`src/rtl/irq_ctrl.sv`:
```
// External interrupt controller: per-source level/edge gateways, pending and in-service
// tracking, fixed-priority claim/complete, and the registered request to the CSR file.
`timescale 1ns/1ps
module irq_ctrl #(
    parameter int N_SRC       = 32,
    parameter int SYNC_STAGES = 2
) (
    input  logic             clk,
    input  logic             reset,
    input  logic             req_valid,
    output logic             req_ready,
    input  logic [4:0]       req_addr,
    input  logic             req_wena,
    input  logic [31:0]      req_wdata,
    output logic             rsp_valid,
    output logic [31:0]      rsp_rdata,
    output logic             rsp_err,
    input  logic [N_SRC-1:0] irq_src,
    output logic             int_req
);

    localparam logic [2:0] A_PENDING = 3'd0;
    localparam logic [2:0] A_ENABLE  = 3'd1;
    localparam logic [2:0] A_TRIGGER = 3'd2;
    localparam logic [2:0] A_CLAIM   = 3'd3;
    localparam logic [2:0] A_SWSET   = 3'd4;
    localparam logic [2:0] A_INSERV  = 3'd5;

    logic [N_SRC-1:0] pending_q, pending_d;
    logic [N_SRC-1:0] enable_q, enable_d;
    logic [N_SRC-1:0] trigger_q, trigger_d;
    logic [N_SRC-1:0] in_service_q, in_service_d;
    logic [N_SRC-1:0] src_prev_q, src_prev_d;
    logic             int_req_q, int_req_d;
    logic             rsp_valid_q, rsp_valid_d;
    logic             rsp_err_q, rsp_err_d;
    logic [31:0]      rsp_rdata_q, rsp_rdata_d;

    logic [N_SRC-1:0] src_s;
    logic [N_SRC-1:0] edge_evt;
    logic [N_SRC-1:0] gw_set;
    logic [N_SRC-1:0] eligible;
    logic [N_SRC-1:0] claim_oh;
    logic [N_SRC-1:0] complete_oh;
    logic [N_SRC-1:0] swset_mask;
    logic [5:0]       best_idx;
    logic             any_elig;
    logic [2:0]       sel;
    logic             rd_acc;
    logic             wr_acc;
    logic             claim_acc;
    logic             complete_acc;
    logic [5:0]       complete_id;
    logic [33:0]      unused_bits;

    assign req_ready    = 1'b1;
    assign sel          = req_addr[4:2];
    assign rd_acc       = req_valid & ~req_wena;
    assign wr_acc       = req_valid & req_wena;
    assign claim_acc    = rd_acc && (sel == A_CLAIM);
    assign complete_acc = wr_acc && (sel == A_CLAIM);
    assign complete_id  = req_wdata[5:0];
    assign swset_mask   = (wr_acc && (sel == A_SWSET)) ? req_wdata[N_SRC-1:0] : '0;
    assign unused_bits  = {req_addr[1:0], req_wdata};

    generate
        if (SYNC_STAGES == 0) begin : g_nosync
            assign src_s = irq_src;
        end else begin : g_sync
            logic [N_SRC-1:0] sync_q [SYNC_STAGES];
            logic [N_SRC-1:0] sync_d [SYNC_STAGES];

            always_comb begin
                sync_d[0] = irq_src;
                for (int s = 1; s < SYNC_STAGES; s++) begin
                    sync_d[s] = sync_q[s-1];
                end
            end

            always_ff @(posedge clk or posedge reset) begin
                if (reset) begin
                    for (int s = 0; s < SYNC_STAGES; s++) begin
                        sync_q[s] <= '0;
                    end
                end else begin
                    sync_q <= sync_d;
                end
            end

            assign src_s = sync_q[SYNC_STAGES-1];
        end
    endgenerate

    // Per-source gateway; IDs outside 1..N_SRC never match a complete and are ignored.
    genvar gi;
    generate
        for (gi = 0; gi < N_SRC; gi++) begin : g_src
            assign edge_evt[gi]    = src_s[gi] & ~src_prev_q[gi];
            assign gw_set[gi]      = trigger_q[gi] ? edge_evt[gi]
                                                   : (src_s[gi] & ~in_service_q[gi]);
            assign eligible[gi]    = pending_q[gi] & enable_q[gi] & ~in_service_q[gi];
            assign claim_oh[gi]    = claim_acc && any_elig && (best_idx == 6'(gi));
            assign complete_oh[gi] = complete_acc && (complete_id == 6'(gi + 1));
        end
    endgenerate

    // Lowest index wins: scan downward so the last hit is the smallest one.
    always_comb begin
        any_elig = 1'b0;
        best_idx = '0;
        for (int i = N_SRC - 1; i >= 0; i--) begin
            if (eligible[i]) begin
                any_elig = 1'b1;
                best_idx = 6'(i);
            end
        end
    end

    always_comb begin
        // A set in the same cycle as a claim clear wins, so no event is dropped.
        pending_d    = (pending_q & ~claim_oh) | gw_set | swset_mask;
        in_service_d = (in_service_q | claim_oh) & ~complete_oh;
        enable_d     = (wr_acc && (sel == A_ENABLE))  ? req_wdata[N_SRC-1:0] : enable_q;
        trigger_d    = (wr_acc && (sel == A_TRIGGER)) ? req_wdata[N_SRC-1:0] : trigger_q;
        src_prev_d   = src_s;
        int_req_d    = any_elig;
        rsp_valid_d  = req_valid;
        rsp_err_d    = req_valid && (sel[2:1] == 2'b11);
        rsp_rdata_d  = '0;
        if (rd_acc) begin
            case (sel)
                A_PENDING: rsp_rdata_d = 32'(pending_q);
                A_ENABLE:  rsp_rdata_d = 32'(enable_q);
                A_TRIGGER: rsp_rdata_d = 32'(trigger_q);
                A_CLAIM:   rsp_rdata_d = any_elig ? (32'(best_idx) + 32'd1) : 32'd0;
                A_INSERV:  rsp_rdata_d = 32'(in_service_q);
                default:   rsp_rdata_d = '0;
            endcase
        end
    end

    always_ff @(posedge clk or posedge reset) begin
        if (reset) begin
            pending_q    <= '0;
            enable_q     <= '0;
            trigger_q    <= '0;
            in_service_q <= '0;
            src_prev_q   <= '0;
            int_req_q    <= 1'b0;
            rsp_valid_q  <= 1'b0;
            rsp_err_q    <= 1'b0;
            rsp_rdata_q  <= '0;
        end else begin
            pending_q    <= pending_d;
            enable_q     <= enable_d;
            trigger_q    <= trigger_d;
            in_service_q <= in_service_d;
            src_prev_q   <= src_prev_d;
            int_req_q    <= int_req_d;
            rsp_valid_q  <= rsp_valid_d;
            rsp_err_q    <= rsp_err_d;
            rsp_rdata_q  <= rsp_rdata_d;
        end
    end

    assign rsp_valid = rsp_valid_q;
    assign rsp_err   = rsp_err_q;
    assign rsp_rdata = rsp_rdata_q;
    assign int_req   = int_req_q;

endmodule

```
`config.mk`:
```
export PLATFORM = sky130hd
export DESIGN_NAME = irq_ctrl
export DESIGN_NICKNAME = d
export VERILOG_FILES = /design/src/rtl/irq_ctrl.sv
export SDC_FILE = /design/constraint.sdc
export NUM_CORES = 1
export LEC_CHECK = 0
export CAP_MARGIN = 20
export CELL_PAD_IN_SITES_DETAIL_PLACEMENT = 0
export CELL_PAD_IN_SITES_GLOBAL_PLACEMENT = 1
export CORE_ASPECT_RATIO = 1.75
export CORE_MARGIN = 4
export CORE_UTILIZATION = 45
export DETAILED_ROUTE_END_ITERATION = 8
export PLACE_DENSITY = 0.75
export SLEW_MARGIN = 20
export SYNTH_ARGS = -nofsm -noshare
export SYNTH_HDL_FRONTEND = slang
export SYNTH_SLANG_ARGS = --single-unit
```
`constraint.sdc`:
```
create_clock -name clk -period 14.95 [get_ports clk]
set_input_delay 2.2425 -clock clk [delete_from_list [all_inputs] [get_ports clk]]
set_output_delay 2.2425 -clock clk [all_outputs]
set_load 0.1 [all_outputs]
```
==> results.md <==
Timing:
- The number of pins with negative max-slew slack in the final report is 0.
- After routing, the total negative slack on setup checks comes to 0 ns.
- The minimum hold slack is 0.3439 ns.
- For the final database, setup skew stands at ~0.0073 ns.
- Setup repair after global routing left no endpoint under its margin.
- Setup violations remaining at the end of the flow were counted as 0.
- The count of final hold-check violations is 0.
- The worst relative slew slack is 26.96%.
- The highest attainable clock frequency is ~0.23 GHz.
- In the finished design, the share of the clock period the worst path needs comes to between 20% and 30%.
- Subtracting the final worst setup slack from the clock period gives 4.317 ns.
- The actual transition at the worst max-transition pin is 1.093 ns.

Cells and area:
- The fraction of layout instances using a drive strength above 1 is about 14%.
- In the layout the commonest cells are 259 x dfrtp_1, 105 x clkdlybuf4s50_1, 94 x a22oi_1, 63 x nand2_1, 63 x mux2_2.
- After the flow finishes, the layout carries non-filler instances totaling 1248.
- The total number of nets in the final design is between 1000 and 1500.
- The most common cell after layout, fill and taps aside is dfrtp_1.
- Relative to the synthesized area, the layout overhead comes to 20.65%.
- The fraction of the core area covered by cells at the end of the flow is a little under three fifths.
- The number of diodes is 0.

Die:
- The placement row count is 73.
- The core area is 22830 um^2.
- The floorplan step defined a die boundary enclosing around 26000 um^2.
- The top-level port count is 109.
- The initial utilization of the core area, before any placement, comes to 45.73%.
- The vertical extent of the die is 209.5 um.
- Measured along the x axis, the die boundary spans 123.1 um.

Place:
- Routability-driven placement finished with a final weighted congestion of between 0.8 and 0.9.
- Port buffering added 105 buffers.
- The wire-length estimate of the detail-placed layout is 18080 um.
- After detailed placement, the design holds a cell count of 1207.

Setup path:
- The number of cells on the worst reg-to-reg path is 13.
- Data on the critical path is required at its endpoint by 15.36 ns.
- The worst path arrival time is ~4.7 ns.
- The endpoint identified for the worst register-to-register timing path is pending_q[31]$_DFF_PP0_.
- The peak fanout along the critical path is 7.
- The reg-to-reg critical path startpoint is in_service_q[30]$_DFF_PP0_.
- The worst setup path is of the input port to flop kind.
- The sort of element at the end of the critical path is a flop.
- The startpoint type of the worst setup path is an input port.
- The setup check on the worst reg-to-reg path leaves a slack of 11.55 ns.

Power:
- The final total power is 1.737 mW.
- The maximum vdd drop is 0.09271 mV.
- For this design the ratio of total power to cell area is roughly 140 nW/um^2.
- The static leakage is 5.158 nW.

Global routing:
- The number of global-route vias before repair is 7612.
- The number of antenna violations at the first check in global routing came to 0.
- The first global-routing pass estimated roughly 43000 um of wire.
- Entering global routing, the biggest net connects 118 pins.
- Global routing consumed, over all layers together, a little over a fifth of the routing resources.
- Global routing finished with a remaining overflow of 0.

Clock tree:
- TritonCTS built the clock tree.
- In this run, post-CTS hold repair placed 0 buffers.
- The clock passes through at most 3 buffers.
- The clock edge transition at the registers on the reported setup and hold paths is 0.06 ns.
- Clock tree synthesis inserted a total of 25 buffers.
- The clock reaches the later pin of the worst-skew pair after between 0.5 and 0.6 ns.
- Clock tree synthesis selected as its root buffer the cell clkbuf_16.
- The H-tree depth is 1.
- The buffers inserted during post-CTS setup optimization is 0.
- The number of gates resized after cts is 0.
- The clock sink count is between 200 and 300.

Route:
- The aggregate routed wire length is 27460 um.
- The pre-antenna-repair detailed-routing pass consisted of 5 iterations.
- In this run the remaining antenna-violating nets after routing total 0.
- The routed wirelength normalized by instance count is 22.00 um.
- Using the TritonRoute via totals, the vias-per-cell ratio works out to 5.816.
- For this block, the via count after detailed routing is 7258.
- After detailed routing, the number of remaining DRC violations is 0.
- In this run, the number of DRC markers left after iteration 0 of detailed routing was 500.

Flow run:
- The number of max-capacitance violations reported is 0.

Yosys:
- Synthesis instantiated 58 different standard cells from the library.
- The most used flip-flop cell after synthesis is dfrtp_1.
- The post-synthesis async set-or-reset flop share is 100.0%.
- In the synthesized netlist, the number of instances is 831.
- The total nets after synthesis is 910.
- The register area share after synthesis is 62.07%.
- The number of synthesized flops with an enable pin is 0.
- The post-synth design cell area is 10440 um^2.
- Counting flops and latches in the post-synthesis netlist gives 259.
- The total number of yosys warnings is 0.
- In this run the mean area of a mapped cell was approximately 13 um^2.

Hold path:
- The launch point of the worst hold path is g_sync.sync_d[20]$_DFF_PP0_.
- The worst min-delay path class is flop to flop.
- The worst hold path passes through 0 cells.
- The capture endpoint of the worst hold path is src_prev_d[20]$_DFF_PP0_.

Run status:
- The flow ran to the end, and the final reports show no timing, DRC or antenna violations.
==> registers in the layout, indices dropped and copies added (netlist names) <==
register,count
src_prev_d,32
pending_q,32
g_sync.sync_d,32
enable_q,32
in_service_q,32
rsp_valid,1
rsp_err,1
trigger_q,32
src_prev_q,32
int_req,1
rsp_rdata,32
==> worst max-delay path, cell delays in order <==
cell and delay, ns:
clkdlybuf4s50_1 0.59, inv_1 0.25, and3_1 0.22, nand3_1 0.20, nor3_1 0.52, nand3_1 0.33, o32a_1 0.36
==> report_power, final <==
group | switching, mW | internal [mW]
clock | 0.263 | 0.340
sequential | 0.0564 | 0.769
combinational | 0.176 | 0.133
total | 0.495 | 1.24
==> kinds of logic after synthesis <==
logic type	after synthesis	synth area share, %
AOI/OAI and AO/OA	221	14.86
muxes	96	9.970
xor gates and xnor gates	1	0.08390
and+or+nand+nor	203	10.53
adders and majority gates	6	0.7190
other	1	0.03592
buffers and inverters	44	1.726
DFF	259	62.07
==> worst max-delay path by stage <==
stage / endpoint / start / slack [ns]
global route: in_service_q[11]$_DFF_PP0_ / req_addr[4] / 10.53
global placement: trigger_q[12]$_DFFE_PP0P_ / req_addr[4] / 10.19
CTS: trigger_q[0]$_DFFE_PP0P_ / req_addr[4] / 10.69
detailed placement: trigger_q[27]$_DFFE_PP0P_ / req_addr[4] / 10.16
finish: in_service_q[11]$_DFF_PP0_ / req_addr[4] / 10.63
floorplan: enable_q[0]$_DFFE_PP0P_ / reset / 5.58
==> layer usage <==
metal	wire, um	vias up	GRT usage [%]
li1	-	3260	-
met1	10680	3740	27.14
met2	14800	209	38.74
met3	1283	49	2.642
met4	700	0	7.266
met5	0	-	0
==> area by class of cell <==
class	count	area (um^2)
Fill cell	2002	10240
Sequential cell	259	6481
Multi-Input combinational cell	528	3821
Timing Repair Buffer	112	1104
Clock buffer	31	678.2
Tap cell	300	375.4
Clock inverter	10	100.1
Inverter	8	37.54
==> per-stage QoR <==
step,setup WS [ns],instance area [um^2]
after global placement,10.19,11820
after global routing,10.53,12600
after CTS,10.69,12600
after detailed placement,10.16,11820
final,10.63,12600
after floorplan,5.581,10440
==> synthesized netlist by cell type (all sizes together), types with 2 or more instances <==
library cell | count | area share (%)
ha | 6 | 0.72
nor3 | 7 | 0.44
nor4 | 2 | 0.12
o32a | 6 | 0.58
a21o | 3 | 0.22
a22oi | 94 | 6.8
dfrtp | 259 | 62
a2bb2oi | 3 | 0.25
a21boi | 4 | 0.32
o21ai | 35 | 1.7
nand4b | 3 | 0.40
nand4 | 4 | 0.24
nor2 | 45 | 1.7
or2 | 6 | 0.36
o211a | 2 | 0.19
o211ai | 2 | 0.14
mux2 | 64 | 6.9
buf | 8 | 0.43
nand3 | 6 | 0.29
and3 | 2 | 0.12
o22a | 21 | 1.8
o2111ai | 2 | 0.17
nand2b | 9 | 0.54
or3 | 2 | 0.12
and2 | 4 | 0.26
nor2b | 5 | 0.30
nand3b | 30 | 2.3
nand2 | 67 | 2.5
mux2i | 32 | 3.1
nor3b | 3 | 0.22
clkbuf | 28 | 1.0
a21oi | 33 | 1.6
a31oi | 9 | 0.54
and3b | 6 | 0.50
inv | 8 | 0.29
a221o | 2 | 0.19
Power figures use the tool's default switching activity.
